## config.mk

```make
export PLATFORM = sky130hd
export DESIGN_NAME = mips_mc_control
export DESIGN_NICKNAME = d
export VERILOG_FILES = /design/src/rtl/mips_mc_control.sv
export SDC_FILE = /design/constraint.sdc
export NUM_CORES = 1
export LEC_CHECK = 0
export CAP_MARGIN = 20
export CELL_PAD_IN_SITES_DETAIL_PLACEMENT = 0
export CELL_PAD_IN_SITES_GLOBAL_PLACEMENT = 1
export CORE_ASPECT_RATIO = 1.5
export CORE_MARGIN = 1.5
export CORE_UTILIZATION = 30
export DETAILED_ROUTE_END_ITERATION = 10
export HOLD_SLACK_MARGIN = 0.06
export PLACE_DENSITY = 0.82
export SLEW_MARGIN = 25
export SYNTH_ARGS = -nofsm -noshare
export SYNTH_HDL_FRONTEND = slang
export SYNTH_SLANG_ARGS = --single-unit
```

## constraint.sdc

```tcl
create_clock -name clk -period 2 [get_ports clk]
set_input_delay 0.4 -clock clk [delete_from_list [all_inputs] [get_ports clk]]
set_output_delay 0.4 -clock clk [all_outputs]
set_load 0.02 [all_outputs]
```

## src/rtl/mips_mc_control.sv

```systemverilog
// Multi-cycle MIPS control sequencer: steps each instruction through fetch/decode/execute/memory/write-back,
// stalls on the memory-ready handshake and counts retired instructions.
//
// state      | meaning
// FETCH      | read instruction at PC; load IR and PC+4 when memory is ready
// DECODE     | classify opcode/funct, latch per-instruction flags
// EXEC_R     | R-type ALU operation on rs, rt
// EXEC_I     | addi: rs + sext_Immed
// MEM_ADDR   | lw/sw effective address rs + sext_Immed
// MEM_RD     | data read at alu_out_reg, wait for memory
// MEM_WB     | write MDR to rt
// MEM_WR     | data write at alu_out_reg, wait for memory
// R_WB       | write alu_out_reg to rd (or rt for addi)
// BRANCH     | compare rs - rt, conditionally load branch target
// JUMP       | load jump target
// JR         | load rs into PC
module mips_mc_control #(
  parameter int CNT_W = 32
) (
  input  logic             clk,
  input  logic             rst_n,
  input  logic [5:0]       opcode,
  input  logic [5:0]       funct,
  input  logic             alu_zero,
  input  logic             mem_ready,
  output logic [1:0]       PC_Src,
  output logic             PC_Write,
  output logic             IR_Write,
  output logic             IorD,
  output logic             MemRead,
  output logic             MemWrite,
  output logic             RegWrite,
  output logic             RegDst,
  output logic             MemtoReg,
  output logic             ALUSrcA,
  output logic [1:0]       ALUSrcB,
  output logic [1:0]       ALUOp,
  output logic             illegal,
  output logic [CNT_W-1:0] retired
);

  localparam logic [5:0] OP_RTYPE = 6'b000000;
  localparam logic [5:0] OP_LW    = 6'b100011;
  localparam logic [5:0] OP_SW    = 6'b101011;
  localparam logic [5:0] OP_BEQ   = 6'b000100;
  localparam logic [5:0] OP_BNE   = 6'b000101;
  localparam logic [5:0] OP_ADDI  = 6'b001000;
  localparam logic [5:0] OP_J     = 6'b000010;
  localparam logic [5:0] FN_JR    = 6'b001000;

  typedef enum logic [3:0] {
    S_FETCH, S_DECODE, S_EXEC_R, S_EXEC_I, S_MEM_ADDR, S_MEM_RD,
    S_MEM_WB, S_MEM_WR, S_R_WB, S_BRANCH, S_JUMP, S_JR
  } state_t;

  state_t           state_q;
  logic             is_imm_q;
  logic             is_sw_q;
  logic             is_bne_q;
  logic             illegal_q;
  logic [CNT_W-1:0] retired_q;
  logic             retire_en;

  assign retire_en = (state_q inside {S_R_WB, S_MEM_WB, S_BRANCH, S_JUMP, S_JR})
                   || ((state_q == S_MEM_WR) && mem_ready);

  always_ff @(posedge clk) begin
    if (!rst_n) begin
      state_q   <= S_FETCH;
      is_imm_q  <= 1'b0;
      is_sw_q   <= 1'b0;
      is_bne_q  <= 1'b0;
      illegal_q <= 1'b0;
      retired_q <= '0;
    end else begin
      illegal_q <= 1'b0;
      if (retire_en) retired_q <= retired_q + {{(CNT_W-1){1'b0}}, 1'b1};
      case (state_q)
        S_FETCH:    if (mem_ready) state_q <= S_DECODE;
        S_DECODE: begin
          // Flags hold the decode result so later states do not depend on IR staying put.
          is_imm_q <= (opcode == OP_ADDI);
          is_sw_q  <= (opcode == OP_SW);
          is_bne_q <= (opcode == OP_BNE);
          case (opcode)
            OP_RTYPE:     state_q <= (funct == FN_JR) ? S_JR : S_EXEC_R;
            OP_LW, OP_SW: state_q <= S_MEM_ADDR;
            OP_ADDI:      state_q <= S_EXEC_I;
            OP_BEQ, OP_BNE: state_q <= S_BRANCH;
            OP_J:         state_q <= S_JUMP;
            default: begin
              state_q   <= S_FETCH;
              illegal_q <= 1'b1;
            end
          endcase
        end
        S_EXEC_R, S_EXEC_I: state_q <= S_R_WB;
        S_MEM_ADDR: state_q <= is_sw_q ? S_MEM_WR : S_MEM_RD;
        S_MEM_RD:   if (mem_ready) state_q <= S_MEM_WB;
        S_MEM_WR:   if (mem_ready) state_q <= S_FETCH;
        default:    state_q <= S_FETCH;
      endcase
    end
  end

  always_comb begin
    PC_Src   = 2'b00;
    PC_Write = 1'b0;
    IR_Write = 1'b0;
    IorD     = 1'b0;
    MemRead  = 1'b0;
    MemWrite = 1'b0;
    RegWrite = 1'b0;
    RegDst   = 1'b0;
    MemtoReg = 1'b0;
    ALUSrcA  = 1'b0;
    ALUSrcB  = 2'b00;
    ALUOp    = 2'b00;
    case (state_q)
      S_FETCH: begin
        MemRead  = 1'b1;
        ALUSrcB  = 2'b01;
        IR_Write = mem_ready;
        PC_Write = mem_ready;
      end
      S_EXEC_R: begin
        ALUSrcA = 1'b1;
        ALUOp   = 2'b10;
      end
      S_EXEC_I, S_MEM_ADDR: begin
        ALUSrcA = 1'b1;
        ALUSrcB = 2'b10;
      end
      S_MEM_RD: begin
        IorD    = 1'b1;
        MemRead = 1'b1;
      end
      S_MEM_WB: begin
        RegWrite = 1'b1;
        MemtoReg = 1'b1;
      end
      S_MEM_WR: begin
        IorD     = 1'b1;
        MemWrite = 1'b1;
      end
      S_R_WB: begin
        RegWrite = 1'b1;
        RegDst   = ~is_imm_q;
      end
      S_BRANCH: begin
        ALUSrcA  = 1'b1;
        ALUOp    = 2'b01;
        PC_Src   = 2'b01;
        PC_Write = is_bne_q ? ~alu_zero : alu_zero;
      end
      S_JUMP: begin
        PC_Src   = 2'b10;
        PC_Write = 1'b1;
      end
      S_JR: begin
        ALUSrcA  = 1'b1;
        PC_Src   = 2'b11;
        PC_Write = 1'b1;
      end
      default: ;
    endcase
  end

  assign illegal = illegal_q;
  assign retired = retired_q;

endmodule

```

Word-level counts from Yosys, hierarchy flattened
Index checks and enable logic that the tools add are counted.
{"block": "word_totals", "regBits": 40, "latchBits": 0, "ram_bits": 0, "romBits": 0, "in_bits": 16, "out_inout_bits": 48, "wordCells": 68, "n_memories": 0}
{"block": "classes", "addsub": 1, "mul": 0, "n_div": 0, "order_cmp": 0, "n_eq_ne": 21, "n_shift": 0, "muxes": 21, "bitwise_logic": 2, "reduce_logical": 17}
{"cell": "32-bit by 1-bit adder with 32-bit output, second input constant", "n": 1}
{"cell": "4-bit one-hot mux with 6 select lines", "n": 1}
{"cell": "4-bit one-hot mux with 5 select lines", "n": 1}
{"cell": "4-bit by 3-bit equality test with 1-bit output, second input constant", "n": 4}
{"cell": "4-bit equality test, second input constant", "n": 4}
{"cell": "4-bit two-way mux", "n": 4}
{"cell": "2-bit OR reduction", "n": 8}
{"cell": "6-bit by 3-bit equality test with 1-bit output, second input constant", "n": 2}
{"cell": "6-bit by 4-bit equality test with 1-bit output, second input constant", "n": 2}
{"cell": "6-bit equality test, second input constant", "n": 2}
{"cell": "1-bit two-way mux", "n": 10}
{"cell": "4-bit by 2-bit equality test with 1-bit output, second input constant", "n": 2}
{"cell": "2-bit one-hot mux with 2 select lines", "n": 2}
{"cell": "7-bit OR reduction", "n": 1}
{"cell": "6-bit by 2-bit equality test with 1-bit output, second input constant", "n": 1}
{"cell": "6-bit logical NOT", "n": 1}
{"cell": "2-bit != test, second input constant", "n": 3}
{"cell": "2-bit one-hot mux with 3 select lines", "n": 1}
{"cell": "5-bit nonzero test", "n": 1}
{"cell": "5-bit OR reduction", "n": 1}
{"cell": "4-bit by 1-bit equality test with 1-bit output, second input constant", "n": 1}
{"cell": "4-bit logical NOT", "n": 1}
{"cell": "1-bit one-hot mux with 3 select lines", "n": 1}
{"cell": "3-bit AND reduction", "n": 1}
{"cell": "other kinds (5)", "n": 6}

Longest topological paths before layout
Gate-level depths: netlist (run 1).
{"block": "logic_depth", "depth_word": 4, "mapped_depth": 7, "depth_no_buf": 6}

Worst setup path before layout (run 1)
OpenSTA, ideal clock, no wires.
{"block": "synth_path", "path_kind": "register to register", "from": "register retired_q[9] (netlist: retired[9])", "to": "register retired_q[23] (netlist: retired[23])", "setup_time_ps": 71, "t_arrival_ps": 2296, "t_required_ps": 1929, "path_slack_ps": -367, "stages_incl_launch_ff": 7, "n_path_buf": 1, "synth_period_minus_slack_ps": 2367, "path_cell_list": "dfxtp_1 nand4_1 or4_4 or4_4 buf_6 or3_1 a21oi_1"}
{"block": "synth_between", "elab_chain_cells": 1}
{"item": "start: declaration", "line": "61", "text": "logic [CNT_W-1:0] retired_q;"}
{"item": "start signal: assignment", "line": "77", "text": "if (retire_en) retired_q <= retired_q + {{(CNT_W-1){1'b0}}, 1'b1};"}
{"item": "32-bit by 1-bit adder with 32-bit output", "line": "77"}
Every way passes these cells.
A chain may end at the register's enable or synchronous reset.

Worst setup path after layout (run 1)
{"block": "layout_path", "from": "register retired_q[12] (netlist: retired[12])", "to": "register retired_q[30] (netlist: retired[30])"}
The elaborated chain is that of the path after synthesis.

==> flow_metrics.env, run 1 <==
export IMPL_detailedRoute_firstPassIterationCount=7
export IMPL_syn_area_cell_um2=7.80
export IMPL_timing_final_crit_period_ps=2090
export IMPL_flow_area_growth_from_synthesis_pct=67.7
export IMPL_multiInputGateArea_um2=1450
export IMPL_cts_buffers=5
export IMPL_final_layout_size_suffix_gt1_frac=0.292
export IMPL_setup_worst_path_start_class="flop"
export IMPL_async_flop_share=0
export IMPL_critical_path_buf_inv_count=1
export IMPL_chipHeight_um=106
export IMPL_finalClockSkew_ps=6.46
export IMPL_cts_tree="done"
export IMPL_h_tree_depth=2
export IMPL_setup_ws_ps=-88.8
export IMPL_die_area_um2=7620
export IMPL_p_total_mw=1.64
export IMPL_minimum_setup_slack_after_placement_ps=-311
export IMPL_clockRootBuffer="sky130_fd_sc_hd__clkbuf_8"
export IMPL_first_global_vias=2252
export IMPL_initialDrtViolationCount=124
export IMPL_syn_area_um2=2130
export IMPL_unrepaired_setup_endpoints_after_global_routing="yes"
export IMPL_die_width_um=71.8
export IMPL_post_synth_most_frequent_cells="sky130_fd_sc_hd__dfxtp_1, sky130_fd_sc_hd__nor2_1, sky130_fd_sc_hd__nand2_1, sky130_fd_sc_hd__a21oi_1, sky130_fd_sc_hd__xnor2_1"
export IMPL_core_um2=6850
export IMPL_count_of_max_cap_constraint_violations=0
export IMPL_required_ps=2230
export IMPL_post_drt_via_cell_ratio=5.14
export IMPL_clk_insertion_delay_late_ps=300
export IMPL_grtUsageTotal=0.162
export IMPL_synth_top_cell_by_area="sky130_fd_sc_hd__dfxtp_1"
export IMPL_slew_headroom=0.733
export IMPL_rows=37
export IMPL_failed_checks="design-rule violations, negative setup slack"
export IMPL_slowest_stage="sky130_fd_sc_hd__or4_4"
export IMPL_final_period_utilization=1.04
export IMPL_clkSinkCount=40
export IMPL_grt_start_max_net_pins=35
export IMPL_cts_reportedPaths_clkPinSlew_ps=80
export IMPL_data_arrival_at_the_endpoint_of_the_critical_path_ps=2320
export IMPL_syn_inst=273
export IMPL_io_buffers=63
export IMPL_initial_standard_cell_utilization_of_the_core=0.311
export IMPL_post_synth_top_flop="sky130_fd_sc_hd__dfxtp_1"
export IMPL_register_bit_count_reported_by_yosys=40
export IMPL_insertedDiodeCount=0
export IMPL_seq_area_um2=831
export IMPL_via_count=2389
export IMPL_post_cts_hold_buffer_count=0
export IMPL_cell_with_the_most_instances_after_synthesis="sky130_fd_sc_hd__dfxtp_1"
export IMPL_run_status="finished with violations"
export IMPL_antenna_found_initial=0
export IMPL_grt_pass1_wl_mm=10.0
export IMPL_timing_hold_worst_class="flop to flop"
export IMPL_setup_tns_ps=-408
export IMPL_timing_final_setup_violations=7
export IMPL_wl_per_cell_um=13.5
export IMPL_slew_violations=0
export IMPL_yosys_warnings=0
export IMPL_synth_nets=290
export IMPL_clk_path_buf_depth=2
export IMPL_drc=4
export IMPL_hold_viol=0
export IMPL_drt_antenna_violating_nets=0
export IMPL_cp_max_fo=3
export IMPL_power_leakage_nw=1.41
export IMPL_synth_seq_area_share=0.376
export IMPL_path_delay_family="simple AND/OR/NAND/NOR gates"
export IMPL_synth_enable_flop_cells=0
export IMPL_synth_top_cells_by_area="sky130_fd_sc_hd__dfxtp_1, sky130_fd_sc_hd__xnor2_1, sky130_fd_sc_hd__nor2_1, sky130_fd_sc_hd__a21oi_1, sky130_fd_sc_hd__nand2_1"
export IMPL_setup_worst_path_end_class="flop"
export IMPL_fin_nets=403
export IMPL_tightest_slew_ps=395
export IMPL_route_final_wire_length_mm=6.26
export IMPL_synthDistinctLibCells=42
export IMPL_achievable_frequency_ghz=0.479
export IMPL_timing_critical_path_cells="nand4_1, or4_4, buf_4, or3_4, or3_1, a21oi_1"
export IMPL_worst_path_largest_cell_delay_ps=540
export IMPL_detailedPlacementHpwl_mm=4.47
export IMPL_vdd_ir_drop_max_mv=0.291
export IMPL_ioPinCount=64
export IMPL_layout_filler_cells=655
export IMPL_power_per_cell_area_nw_per_um2=460
export IMPL_crit_type="flop to flop"
export IMPL_gp_congestion=0.832
export IMPL_grt_remaining_overflow=0
export IMPL_finish_utilization=0.521
export IMPL_synth_top_area_frac=0.376
==> cell usage in the layout (no fill, tap or decap), types with 3 or more instances in the layout <==
master and count:
sky130_fd_sc_hd__buf_4 52, sky130_fd_sc_hd__clkdlybuf4s50_1 48, sky130_fd_sc_hd__nor2_1 37, sky130_fd_sc_hd__dfxtp_1 28, sky130_fd_sc_hd__nand2_1 23, sky130_fd_sc_hd__a21oi_1 21, sky130_fd_sc_hd__xnor2_1 19, sky130_fd_sc_hd__nand3_1 11
sky130_fd_sc_hd__nor3_1 10, sky130_fd_sc_hd__or3_1 8, sky130_fd_sc_hd__nor4_4 7, sky130_fd_sc_hd__o21ai_0 7, sky130_fd_sc_hd__inv_1 6, sky130_fd_sc_hd__nand2b_1 6, sky130_fd_sc_hd__clkbuf_8 6, sky130_fd_sc_hd__dlygate4sd2_1 6
sky130_fd_sc_hd__dfxtp_4 6, sky130_fd_sc_hd__dfxtp_2 6, sky130_fd_sc_hd__nor4_1 5, sky130_fd_sc_hd__o21ai_2 5, sky130_fd_sc_hd__clkbuf_2 4, sky130_fd_sc_hd__and2_1 3, sky130_fd_sc_hd__xor2_1 3, sky130_fd_sc_hd__nor3b_1 3
sky130_fd_sc_hd__clkinv_1 3, sky130_fd_sc_hd__nand4_1 3, sky130_fd_sc_hd__or4_4 3, sky130_fd_sc_hd__buf_2 3, sky130_fd_sc_hd__buf_12 3
==> metal layers <==
metal,GRT usage,part of all wire,vias to the layer above
li1,-,-,1195
met1,0.185,0.40,1134
met2,0.286,0.54,50
met3,0.0360,0.035,10
met4,0.0633,0.023,0
met5,0,0,-
==> per-stage QoR <==
| stage | hold WS [ps] | cell area (um2) | std cells |
|---|---|---|---|
| 6_report | 456 | 3570 | 465 |
| 5_1_grt | 490 | 3570 | 465 |
| 4_1_cts | 458 | 3450 | 465 |
| 3_5_place_dp | 448 | 3280 | 455 |
| 3_3_place_gp | 444 | 3280 | 455 |
| 2_1_floorplan | 432 | 2170 | 273 |
==> cell families (layout without fill, tap and decap cells) <==
logic type                 count (synthesis)  in the layout  synth area share
buffers and inverters                     22            135            0.0429
DFF                                       40             40             0.376
and+or+nand+nor                          139            140             0.347
muxes                                      2              2           0.00999
AOI/OAI and AO/OA                         47             47             0.128
adders and majority gates                  1              1           0.00588
xor gates and xnor gates                  22             22            0.0905
==> layout make-up <==
class | count | share of cell area
clock buffers | 6 | 0.0231
multi-input cells | 212 | 0.405
well taps | 78 | 0.0273
flip-flops and latches | 40 | 0.233
inverters | 8 | 0.00841
repair buffers | 119 | 0.294
clock inverters | 2 | 0.00946
==> repair_timing <==
action,in CTS,in global routing
gates resized for setup,33,45
setup endpoints to repair,21,28
pin swaps,3,18
gates cloned,1,0
buffers inserted,1,0
==> flip-flops by register name, summed over array words and instances (netlist names) <==
register  flops
retired      32
state_q       4
illegal       1
is_bne_q      1
is_imm_q      1
is_sw_q       1
==> worst register-to-register path: stages (launching register included) <==
cell and delay [ps]:
sky130_fd_sc_hd__dfxtp_4 350, sky130_fd_sc_hd__nand4_1 130, sky130_fd_sc_hd__or4_4 540, sky130_fd_sc_hd__buf_4 170, sky130_fd_sc_hd__or3_4 390, sky130_fd_sc_hd__or3_1 310
sky130_fd_sc_hd__a21oi_1 130
==> worst paths after layout <==
kind,start,endpoint,slack (ps),cells past startpoint
worst max register to register,retired[12],retired[30],-90,6
worst min-delay path,is_imm_q,is_imm_q,460,2
worst max-delay path,retired[12],retired[30],-90,6
worst min register to register,is_imm_q,is_imm_q,460,2
==> power by group <==
group          total [mW]  switching [mW]  leakage, nW  internal [mW]
registers           0.792         0.00151        0.330          0.790
clock network       0.697           0.295       0.0588          0.402
logic               0.154          0.0738         1.02         0.0806
Note: power is estimated with default switching activity, not from simulation.
==> run 2, diff against run 1 <==
- ABC_CLOCK_PERIOD_IN_PS: unset -> 2000
- SKIP_CTS_REPAIR_TIMING: unset -> 1
==> run 2 against run 1 <==
Effect of this change:
- total power about the same
- routed wire length down 1.9%
- the flow still finishes with violations (design-rule violations, negative setup slack)
- die area unchanged
- worst setup slack worse by 32 ps
- first-iteration DRC count up 5.6%
- maximum frequency down 1.5%
- combinational power about the same
- global-route usage down 0.31 points
- count of clock-buffer cells in the layout unchanged
==> flow_metrics.env, run 2 (synthesis results as in run 1) <==
export IMPL_layout_cells_non_filler=465
export IMPL_drc=4
export IMPL_setup_worst_path_start_class="flop"
export IMPL_clk_insertion_delay_late_ps=300
export IMPL_grt_pass1_wl_mm=9.85
export IMPL_drt_antenna_violating_nets=0
export IMPL_dpl_instance_area_um2=3280
export IMPL_unrepaired_setup_endpoints_after_global_routing="yes"
export IMPL_setup_worst_path_end_class="flop"
export IMPL_max_reg_flops=32
export IMPL_switching_power_uw=369
export IMPL_finalClockSkew_ps=6.18
export IMPL_crit_type="flop to flop"
export IMPL_grt_remaining_overflow=0
export IMPL_grtUsageTotal=0.158
export IMPL_gp_congestion=0.832
export IMPL_tightest_slew_ps=395
export IMPL_antenna_found_initial=0
export IMPL_required_ps=2230
export IMPL_via_count=2391
export IMPL_die_area_um2=7620
export IMPL_vdd_ir_drop_max_mv=0.241
export IMPL_insertedDiodeCount=0
export IMPL_data_arrival_at_the_endpoint_of_the_critical_path_ps=2360
export IMPL_finish_instance_area_um2=3600
export IMPL_power_clock_fraction=0.423
export IMPL_timing_final_crit_period_ps=2120
export IMPL_final_period_utilization=1.06
export IMPL_first_global_vias=2247
export IMPL_run_status="finished with violations"
export IMPL_slew_headroom=0.733
export IMPL_layout_commonest_cell="sky130_fd_sc_hd__buf_4"
export IMPL_slew_violations=0
export IMPL_die_width_um=71.8
export IMPL_achievable_frequency_ghz=0.472
export IMPL_timing_final_setup_violations=6
export IMPL_detailedRoute_firstPassIterationCount=7
export IMPL_grt_start_max_net_pins=35
export IMPL_failed_checks="design-rule violations, negative setup slack"
export IMPL_detailedPlacementHpwl_mm=4.47
export IMPL_layout_common_cells="sky130_fd_sc_hd__buf_4, sky130_fd_sc_hd__clkdlybuf4s50_1, sky130_fd_sc_hd__nor2_1"
export IMPL_power_frac_comb=0.095
export IMPL_h_tree_depth=2
export IMPL_p_int_mw=1.27
export IMPL_clockRootBuffer="sky130_fd_sc_hd__clkbuf_8"
export IMPL_initial_standard_cell_utilization_of_the_core=0.311
export IMPL_power_leakage_nw=1.56
export IMPL_rows=37
export IMPL_clkSinkCount=40
export IMPL_core_um2=6850
export IMPL_flow_area_growth_from_synthesis_pct=69.3
export IMPL_route_final_wire_length_mm=6.14
export IMPL_io_buffers=63
export IMPL_power_per_cell_area_nw_per_um2=456
export IMPL_setup_ws_ps=-121
export IMPL_fin_nets=403
export IMPL_chipHeight_um=106
export IMPL_power_switching_share=0.224
export IMPL_dp_cells=455
export IMPL_count_of_max_cap_constraint_violations=0
export IMPL_post_drt_via_cell_ratio=5.14
export IMPL_ioPinCount=64
export IMPL_hold_viol=0
export IMPL_final_layout_size_suffix_gt1_frac=0.269
export IMPL_initialDrtViolationCount=131
export IMPL_p_total_mw=1.64
export IMPL_minimum_setup_slack_after_placement_ps=-311
export IMPL_finish_utilization=0.526
export IMPL_cts_buffers=5
export IMPL_setup_tns_ps=-561
export IMPL_clk_path_buf_depth=2
export IMPL_timing_hold_worst_class="flop to flop"
export IMPL_worst_hold_margin_ps=456
export IMPL_cp_max_fo=6
export IMPL_wl_per_cell_um=13.2
export IMPL_cts_reportedPaths_clkPinSlew_ps=80
export IMPL_seqPwrFrac=0.482
export IMPL_cts_tree="done"
[run 2: final cells by class]
class,count,area (um2)
Multi-Input combinational cell,212,1430
Sequential cell,40,831
Tap cell,78,97.6
Inverter,8,30.0
Fill cell,650,3250
Clock inverter,2,33.8
Timing Repair Buffer,119,1100
Clock buffer,6,82.6
[run 2: power by group through the flow]
stage	Clock (mW)	Combinational, mW	Sequential [mW]
final	0.695	0.156	0.792
after global routing	0.742	0.168	0.792
after CTS	0.705	0.158	0.792
after detailed placement	0	0.158	0.810
after global placement	0	0.156	0.811
after floorplan	0	0.0590	0.813
[run 2: path summary, 6_finish.rpt]
check / start / to / slack [ps] / depth (start not counted)
hold reg to reg: is_imm_q / is_imm_q / 460 / 2
hold / removal: is_imm_q / is_imm_q / 460 / 2
setup / recovery: retired[12] / retired[21] / -120 / 5
setup reg to reg: retired[12] / retired[21] / -120 / 5
[run 2: layer usage]
metal	routed length (um)	vias up	track usage
li1	-	1192	-
met1	2550	1139	0.178
met2	3250	48	0.282
met3	210	12	0.0360
met4	138	0	0.0660
met5	0	-	0
[run 2: critical path: stages, from the launching register on]
cell and delay [ps]:
sky130_fd_sc_hd__dfxtp_4 350, sky130_fd_sc_hd__nand4_1 130, sky130_fd_sc_hd__or4_4 580, sky130_fd_sc_hd__or4_4 550
sky130_fd_sc_hd__or3_1 330, sky130_fd_sc_hd__a21oi_1 120
